`config.mk`:
```
export PLATFORM = sky130hd
export DESIGN_NAME = instr_encoder_flat
export DESIGN_NICKNAME = d
export VERILOG_FILES = /design/src/rtl/instr_encoder_if.sv /design/src/rtl/instr_encoder.sv /design/src/flat_wrapper.sv
export SDC_FILE = /design/constraint.sdc
export NUM_CORES = 1
export LEC_CHECK = 0
export ABC_AREA = 1
export CAP_MARGIN = 20
export CORE_ASPECT_RATIO = 1.25
export CORE_UTILIZATION = 40
export CTS_BUF_LIST = sky130_fd_sc_hd__clkbuf_2 sky130_fd_sc_hd__clkbuf_4 sky130_fd_sc_hd__clkbuf_8
export DETAILED_ROUTE_END_ITERATION = 8
export PLACE_DENSITY_LB_ADDON = 0.1
export RECOVER_POWER = 100
export SETUP_SLACK_MARGIN = 0.15
export SLEW_MARGIN = 20
export SYNTH_ARGS = -nofsm -noshare
export SYNTH_HDL_FRONTEND = slang
export SYNTH_SLANG_ARGS = --single-unit
```
`constraint.sdc`:
```
create_clock -name clk -period 4.05 [get_ports clk]
set_input_delay 0.81 -clock clk [delete_from_list [all_inputs] [get_ports clk]]
set_output_delay 0.81 -clock clk [all_outputs]
set_load 0.05 [all_outputs]
```
`src/rtl/instr_encoder_if.sv`:
```
// Request/response bus of the instruction encoder: a field-level request in,
// one encoded word with its address and error flag out, both valid/ready.
interface instr_encoder_if;
    logic        in_valid;
    logic        in_ready;
    logic [2:0]  in_class;
    logic [2:0]  in_funct3;
    logic        in_sub;
    logic [4:0]  in_rd;
    logic [4:0]  in_rs1;
    logic [4:0]  in_rs2;
    logic [31:0] in_imm;
    logic        out_valid;
    logic        out_ready;
    logic [31:0] out_instr;
    logic [31:0] out_addr;
    logic        out_err;

    modport master (
        output in_valid, in_class, in_funct3, in_sub, in_rd, in_rs1, in_rs2, in_imm,
        input  in_ready,
        input  out_valid, out_instr, out_addr, out_err,
        output out_ready
    );

    modport slave (
        input  in_valid, in_class, in_funct3, in_sub, in_rd, in_rs1, in_rs2, in_imm,
        output in_ready,
        output out_valid, out_instr, out_addr, out_err,
        input  out_ready
    );
endinterface

```
`src/rtl/instr_encoder.sv`:
```
// RV32 instruction encoder: turns a class/field request into a 32-bit word,
// tags it with a running address and stops after an EBREAK until restarted.
module instr_encoder #(
    parameter logic [31:0] RESET_ADDR = 32'h0000_0000
) (
    input  logic           clk,
    input  logic           rst_n,
    input  logic           restart,
    instr_encoder_if.slave bus,
    output logic           done
);
    localparam int unsigned XLEN = 32;

    localparam logic [2:0] CLS_OP     = 3'd0;
    localparam logic [2:0] CLS_OP_IMM = 3'd1;
    localparam logic [2:0] CLS_LOAD   = 3'd2;
    localparam logic [2:0] CLS_STORE  = 3'd3;
    localparam logic [2:0] CLS_JAL    = 3'd4;
    localparam logic [2:0] CLS_EBREAK = 3'd5;

    localparam logic [6:0] OPC_OP     = 7'b0110011;
    localparam logic [6:0] OPC_OP_IMM = 7'b0010011;
    localparam logic [6:0] OPC_LOAD   = 7'b0000011;
    localparam logic [6:0] OPC_STORE  = 7'b0100011;
    localparam logic [6:0] OPC_JAL    = 7'b1101111;

    localparam logic [2:0]      F3_WORD     = 3'b010;
    localparam logic [6:0]      F7_SUB      = 7'b0100000;
    localparam logic [XLEN-1:0] EBREAK_WORD = 32'h0010_0073;

    typedef enum logic {RUN, DONE} state_t;

    state_t          state_q, state_d;
    logic            ready;
    logic            accept;
    logic [XLEN-1:0] addr_q;
    logic [XLEN-1:0] enc_word;
    logic            enc_err;
    logic            imm12_ok;
    logic            jimm_ok;

    // State register
    always_ff @(posedge clk or negedge rst_n) begin
        if (!rst_n) state_q <= RUN;
        else        state_q <= state_d;
    end

    // Next state and input handshake; restart wins over a pending request
    always_comb begin
        state_d = state_q;
        ready   = 1'b0;
        accept  = 1'b0;
        ready   = (state_q == RUN) && !restart && (!bus.out_valid || bus.out_ready);
        accept  = bus.in_valid && ready;
        if (state_q == RUN && accept && bus.in_class == CLS_EBREAK) state_d = DONE;
        else if (state_q == DONE && restart)                        state_d = RUN;
    end

    assign bus.in_ready = ready;
    assign done         = (state_q == DONE);

    // A value fits a signed field when all bits above the field's sign bit match it
    assign imm12_ok = (&bus.in_imm[31:11]) || !(|bus.in_imm[31:11]);
    assign jimm_ok  = ((&bus.in_imm[31:20]) || !(|bus.in_imm[31:20])) && !bus.in_imm[0];

    always_comb begin
        enc_word = '0;
        enc_err  = 1'b0;
        case (bus.in_class)
            CLS_OP: begin
                enc_err  = bus.in_sub && !(bus.in_funct3 == 3'b000 || bus.in_funct3 == 3'b101);
                enc_word = {(bus.in_sub ? F7_SUB : 7'b0), bus.in_rs2, bus.in_rs1,
                            bus.in_funct3, bus.in_rd, OPC_OP};
            end
            CLS_OP_IMM: begin
                enc_err  = !imm12_ok;
                enc_word = {bus.in_imm[11:0], bus.in_rs1, bus.in_funct3, bus.in_rd, OPC_OP_IMM};
            end
            CLS_LOAD: begin
                enc_err  = !imm12_ok;
                enc_word = {bus.in_imm[11:0], bus.in_rs1, F3_WORD, bus.in_rd, OPC_LOAD};
            end
            CLS_STORE: begin
                enc_err  = !imm12_ok;
                enc_word = {bus.in_imm[11:5], bus.in_rs2, bus.in_rs1, F3_WORD,
                            bus.in_imm[4:0], OPC_STORE};
            end
            CLS_JAL: begin
                enc_err  = !jimm_ok;
                enc_word = {bus.in_imm[20], bus.in_imm[10:1], bus.in_imm[11],
                            bus.in_imm[19:12], bus.in_rd, OPC_JAL};
            end
            CLS_EBREAK: enc_word = EBREAK_WORD;
            default:    enc_err  = 1'b1;
        endcase
        if (enc_err) enc_word = '0;
    end

    // Output word register and running address; a held word is never overwritten
    always_ff @(posedge clk or negedge rst_n) begin
        if (!rst_n) begin
            bus.out_valid <= 1'b0;
            bus.out_instr <= '0;
            bus.out_err   <= 1'b0;
            bus.out_addr  <= RESET_ADDR;
            addr_q        <= RESET_ADDR;
        end else begin
            if (accept) begin
                bus.out_valid <= 1'b1;
                bus.out_instr <= enc_word;
                bus.out_err   <= enc_err;
                bus.out_addr  <= addr_q;
                addr_q        <= addr_q + XLEN'(4);
            end else if (bus.out_ready) begin
                bus.out_valid <= 1'b0;
            end
            if (restart) addr_q <= RESET_ADDR;
        end
    end
endmodule
```
`src/flat_wrapper.sv`:
```
// flat-port wrapper written by rule: the top's interface ports become plain ports
module instr_encoder_flat 
#(
    parameter logic [31:0] RESET_ADDR = 32'h0000_0000
)
  (clk, rst_n, restart, done, bus_in_valid, bus_in_class, bus_in_funct3, bus_in_sub, bus_in_rd, bus_in_rs1, bus_in_rs2, bus_in_imm, bus_in_ready, bus_out_valid, bus_out_instr, bus_out_addr, bus_out_err, bus_out_ready);
  instr_encoder_if bus_i ();
  input  logic clk;
  input  logic rst_n;
  input  logic restart;
  output logic done;
  input wire logic [$bits(bus_i.in_valid)-1:0] bus_in_valid;
  input wire logic [$bits(bus_i.in_class)-1:0] bus_in_class;
  input wire logic [$bits(bus_i.in_funct3)-1:0] bus_in_funct3;
  input wire logic [$bits(bus_i.in_sub)-1:0] bus_in_sub;
  input wire logic [$bits(bus_i.in_rd)-1:0] bus_in_rd;
  input wire logic [$bits(bus_i.in_rs1)-1:0] bus_in_rs1;
  input wire logic [$bits(bus_i.in_rs2)-1:0] bus_in_rs2;
  input wire logic [$bits(bus_i.in_imm)-1:0] bus_in_imm;
  output wire logic [$bits(bus_i.in_ready)-1:0] bus_in_ready;
  output wire logic [$bits(bus_i.out_valid)-1:0] bus_out_valid;
  output wire logic [$bits(bus_i.out_instr)-1:0] bus_out_instr;
  output wire logic [$bits(bus_i.out_addr)-1:0] bus_out_addr;
  output wire logic [$bits(bus_i.out_err)-1:0] bus_out_err;
  input wire logic [$bits(bus_i.out_ready)-1:0] bus_out_ready;
  assign bus_i.in_valid = bus_in_valid;
  assign bus_i.in_class = bus_in_class;
  assign bus_i.in_funct3 = bus_in_funct3;
  assign bus_i.in_sub = bus_in_sub;
  assign bus_i.in_rd = bus_in_rd;
  assign bus_i.in_rs1 = bus_in_rs1;
  assign bus_i.in_rs2 = bus_in_rs2;
  assign bus_i.in_imm = bus_in_imm;
  assign bus_in_ready = bus_i.in_ready;
  assign bus_out_valid = bus_i.out_valid;
  assign bus_out_instr = bus_i.out_instr;
  assign bus_out_addr = bus_i.out_addr;
  assign bus_out_err = bus_i.out_err;
  assign bus_i.out_ready = bus_out_ready;
  instr_encoder #(.RESET_ADDR(RESET_ADDR)) u_core (.clk(clk), .rst_n(rst_n), .restart(restart), .bus(bus_i), .done(done));
endmodule
```
==> flow_summary.toml <==
[outcome]
status = "complete, but fails checks"
violations = "max-capacitance violations, max-slew violations"

[floorplanning]
initial_core_util = 0.411
row_count = 44
die_w_um = 100
core_area_um2 = 11700
dieArea_um2 = 12400
io_pins = 127
die_h_um = 124

[route]
wl_um = 13100
routedWlPerCell_um = 14.2
vias = 4646
ant_nets = 0
viasPerCell = 5.02
drt_iter0_drc = 190
drcViolationCount = 0
first_pass_iters = 5

[job]
maxCapViolCount = 2

[power]
internal_power_mw = 1.48
swShare = 0.310
p_sw_uw = 663
comb_power_share = 0.206
ir_worst_vdd_uv = 193
share_seq_of_total_power = 0.463
p_per_area_nw_per_um2 = 336
leakage_nw = 2.97
clkPwrFrac = 0.331

[synthesis]
postSynthCellCount = 641
synth_compound_area_frac = 0.123
synth_top_family_by_area = "simple AND/OR/NAND/NOR gates"
ys_ff_latch = 93
synth_fa_ha_area_frac = 0.00261
synth-simple-area-share = 0.312
syn_avg_cell_area_um2 = 7.49
syn_area_um2 = 4800
yosys.area_share.xor_xnor = 0
synth_cell_types = 37
synthMuxAreaShare = 0.00208
yosys_warnings = 0
ys_seq_area_frac = 0.485

[clock_tree]
insertion_delay_ns = 0.37
post_cts_buffers = 0
clk_path_buf_depth = 2
ctsHtreeMaxLevel = 3
cts_resized = 0
cts_buffers = 9
cts-root-buf = "clkbuf_8"
path_clk_slew_ns = 0.09
holdBufCountCts = 0
clock_sinks = 93
cts_tree = "yes"

[placed_design]
place_congestion = 0.856
port_buffers = 124
placedInstanceArea_um2 = 6170
dpl.hpwl_um = 10000

[sta]
finalClockSkew_ns = 0.0156
hold_viol_final = 0
period_minus_slack_ns = 3.44
final_max_slew_viol_count = 62
setup_viol = 0
fmax_mhz = 291
rsz0062_at_grt = "no"
finalCritPeriodShare = 0.849
worst_slew_pin_slew_ns = 1.66
slew_headroom = -0.108
setup_tns_ns = 0

[global_routing]
grt_overflow = 0
use_met3 = 0.0561
grt_pass1_wl_um = 21800
grt_max_degree = 47
groute.usage.overall = 0.222
grt_pass1_vias = 4604
met2_usage = 0.400
busiest_layer = "met2"
grt_antenna_before_repair = 0
grtUsageMet1 = 0.250

[setup_path]
critPathMaxStageDelay_ns = 0.86
worstSetupEndpointType = "output port"
crit_family = "buffers and inverters"
startpoint_type = "input port"
cp_common_cell = "dlygate4sd3_1"
worst-path-buf-inv = 3
cp_cell_sequence = "dlygate4sd3_1, nor2_2, nand2_1, inv_1, dlygate4sd3_1"
slowest_stage = "dlygate4sd3_1"
required_ns = 3.24
path_class = "in -> out"
crit_fanout = 6
crit_arrival_ns = 2.63

[finish]
final_cell_mix = "nand2_1 (195), dfrtp_1 (93), nor2_1 (68)"
area_delta_synth_final_pct = 32.4
diodes = 0
ff_latch_area_um2 = 2330
nFillCells = 1197
drive_above_1_share = 0.0392
final_common_cell = "nand2_1"
multi_input_area_um2 = 2090
finish.utilization = 0.545
finish.instance_area_um2 = 6360
nets = 820

[min_path]
hold_class = "reg -> reg"
## worst min-delay path, delay by kind of cell (launching register included)
kind            cells  cell delay [ns]
compound gates      1             0.05
simple gates        1             0.05
flops               1             0.35
## sequential cells by signal (all words and copies together) (netlist names)
name and cells:
u_core.bus.out_err 1, u_core.addr_q 30, u_core.bus.out_valid 1, u_core.bus.out_addr 30, u_core.bus.out_instr 30, u_core.done 1
## metrics by stage
| stage | setup WS (ns) | hold slack, ns | total power, mW | instances |
|---|---|---|---|---|
| after floorplan | 1.91 | 0.472 | 1.27 | 642 |
| after global placement | 0.658 | 0.463 | 1.47 | 910 |
| after detailed placement | 0.684 | 0.466 | 1.47 | 910 |
| after CTS | 0.668 | 0.338 | 2.19 | 926 |
| after global routing | 0.359 | 0.505 | 2.24 | 926 |
| final | 0.613 | 0.480 | 2.14 | 926 |
## power by group through the flow
stage	logic [mW]	registers [mW]	clock network, mW
CTS	0.465	0.993	0.728
global placement	0.461	1.01	0
floorplan	0.127	1.15	0
global route	0.474	0.998	0.766
finish	0.440	0.991	0.708
detailed placement	0.464	1.01	0
## logic make-up after synthesis
| kind of cell | after synthesis |
|---|---|
| AO/OA/AOI/OAI | 108 |
| multiplexers | 1 |
| AND/OR/NAND/NOR | 351 |
| flip-flops | 93 |
| other | 1 |
| adder cells (fa/ha/maj) | 1 |
| buffers and inverters | 86 |
## final timing paths
kind | startpoint | end | cells after the start | slack, ns
setup / recovery | restart | bus_in_ready | 5 | 0.61
hold / removal | u_core.bus.out_addr[22]$_DFFE_PN0P_ | u_core.bus.out_addr[22]$_DFFE_PN0P_ | 2 | 0.48
setup reg to reg | u_core.done$_DFFE_PN0P_ | u_core.bus.out_instr[12]$_DFFE_PN0P_ | 8 | 1.40
hold reg to reg | u_core.bus.out_addr[22]$_DFFE_PN0P_ | u_core.bus.out_addr[22]$_DFFE_PN0P_ | 2 | 0.48
max in group asynchronous | rst_n | u_core.bus.out_addr[30]$_DFFE_PN0P_ | 2 | 1.03
min in group asynchronous | rst_n | u_core.bus.out_instr[31]$_DFFE_PN0P_ | 1 | 0.80
## layer usage
metal / share of wire / vias to the layer above
met5: 0 / -
met4: 0.021 / 0
met3: 0.058 / 21
met2: 0.53 / 125
met1: 0.39 / 2176
li1: - / 2324
## final cells by class
type / count / share of cell area
Clock buffer: 10 / 0.0216
Clock inverter: 6 / 0.0146
Inverter: 63 / 0.0376
Multi-Input combinational cell: 463 / 0.329
Sequential cell: 93 / 0.366
Tap cell: 161 / 0.0317
Timing Repair Buffer: 130 / 0.200
## Yosys cell counts
cell / number / area [um^2]
buf_2: 9 / 45.0
nor2_4: 2 / 22.5
or2_1: 1 / 6.26
mux2i_1: 1 / 10.0
a31oi_1: 2 / 12.5
conb_1: 1 / 3.75
a32oi_1: 1 / 8.76
nand3_4: 1 / 17.5
buf_4: 6 / 45.0
o211ai_1: 2 / 15.0
a22oi_1: 7 / 52.6
nand3_1: 44 / 220
a21boi_0: 2 / 15.0
o21ai_1: 6 / 30.0
nand2_1: 194 / 728
or2_2: 1 / 6.26
o21ai_0: 56 / 280
o211a_1: 1 / 10.0
nand4_1: 15 / 93.8
inv_2: 1 / 3.75
nor3_2: 1 / 10.0
dfrtp_1: 93 / 2330
nand3_2: 1 / 10.0
clkbuf_1: 8 / 30.0
nand2_2: 2 / 12.5
nor2_2: 5 / 31.3
nor2_1: 65 / 244
o21a_1: 1 / 7.51
a21oi_1: 27 / 135
ha_1: 1 / 12.5
inv_4: 1 / 6.26
inv_1: 60 / 225
o31ai_1: 1 / 7.51
nor3_1: 18 / 90.1
and3_1: 1 / 6.26
a211oi_1: 2 / 15.0
clkinv_1: 1 / 3.75
Note: power is estimated with default switching activity, not from simulation.
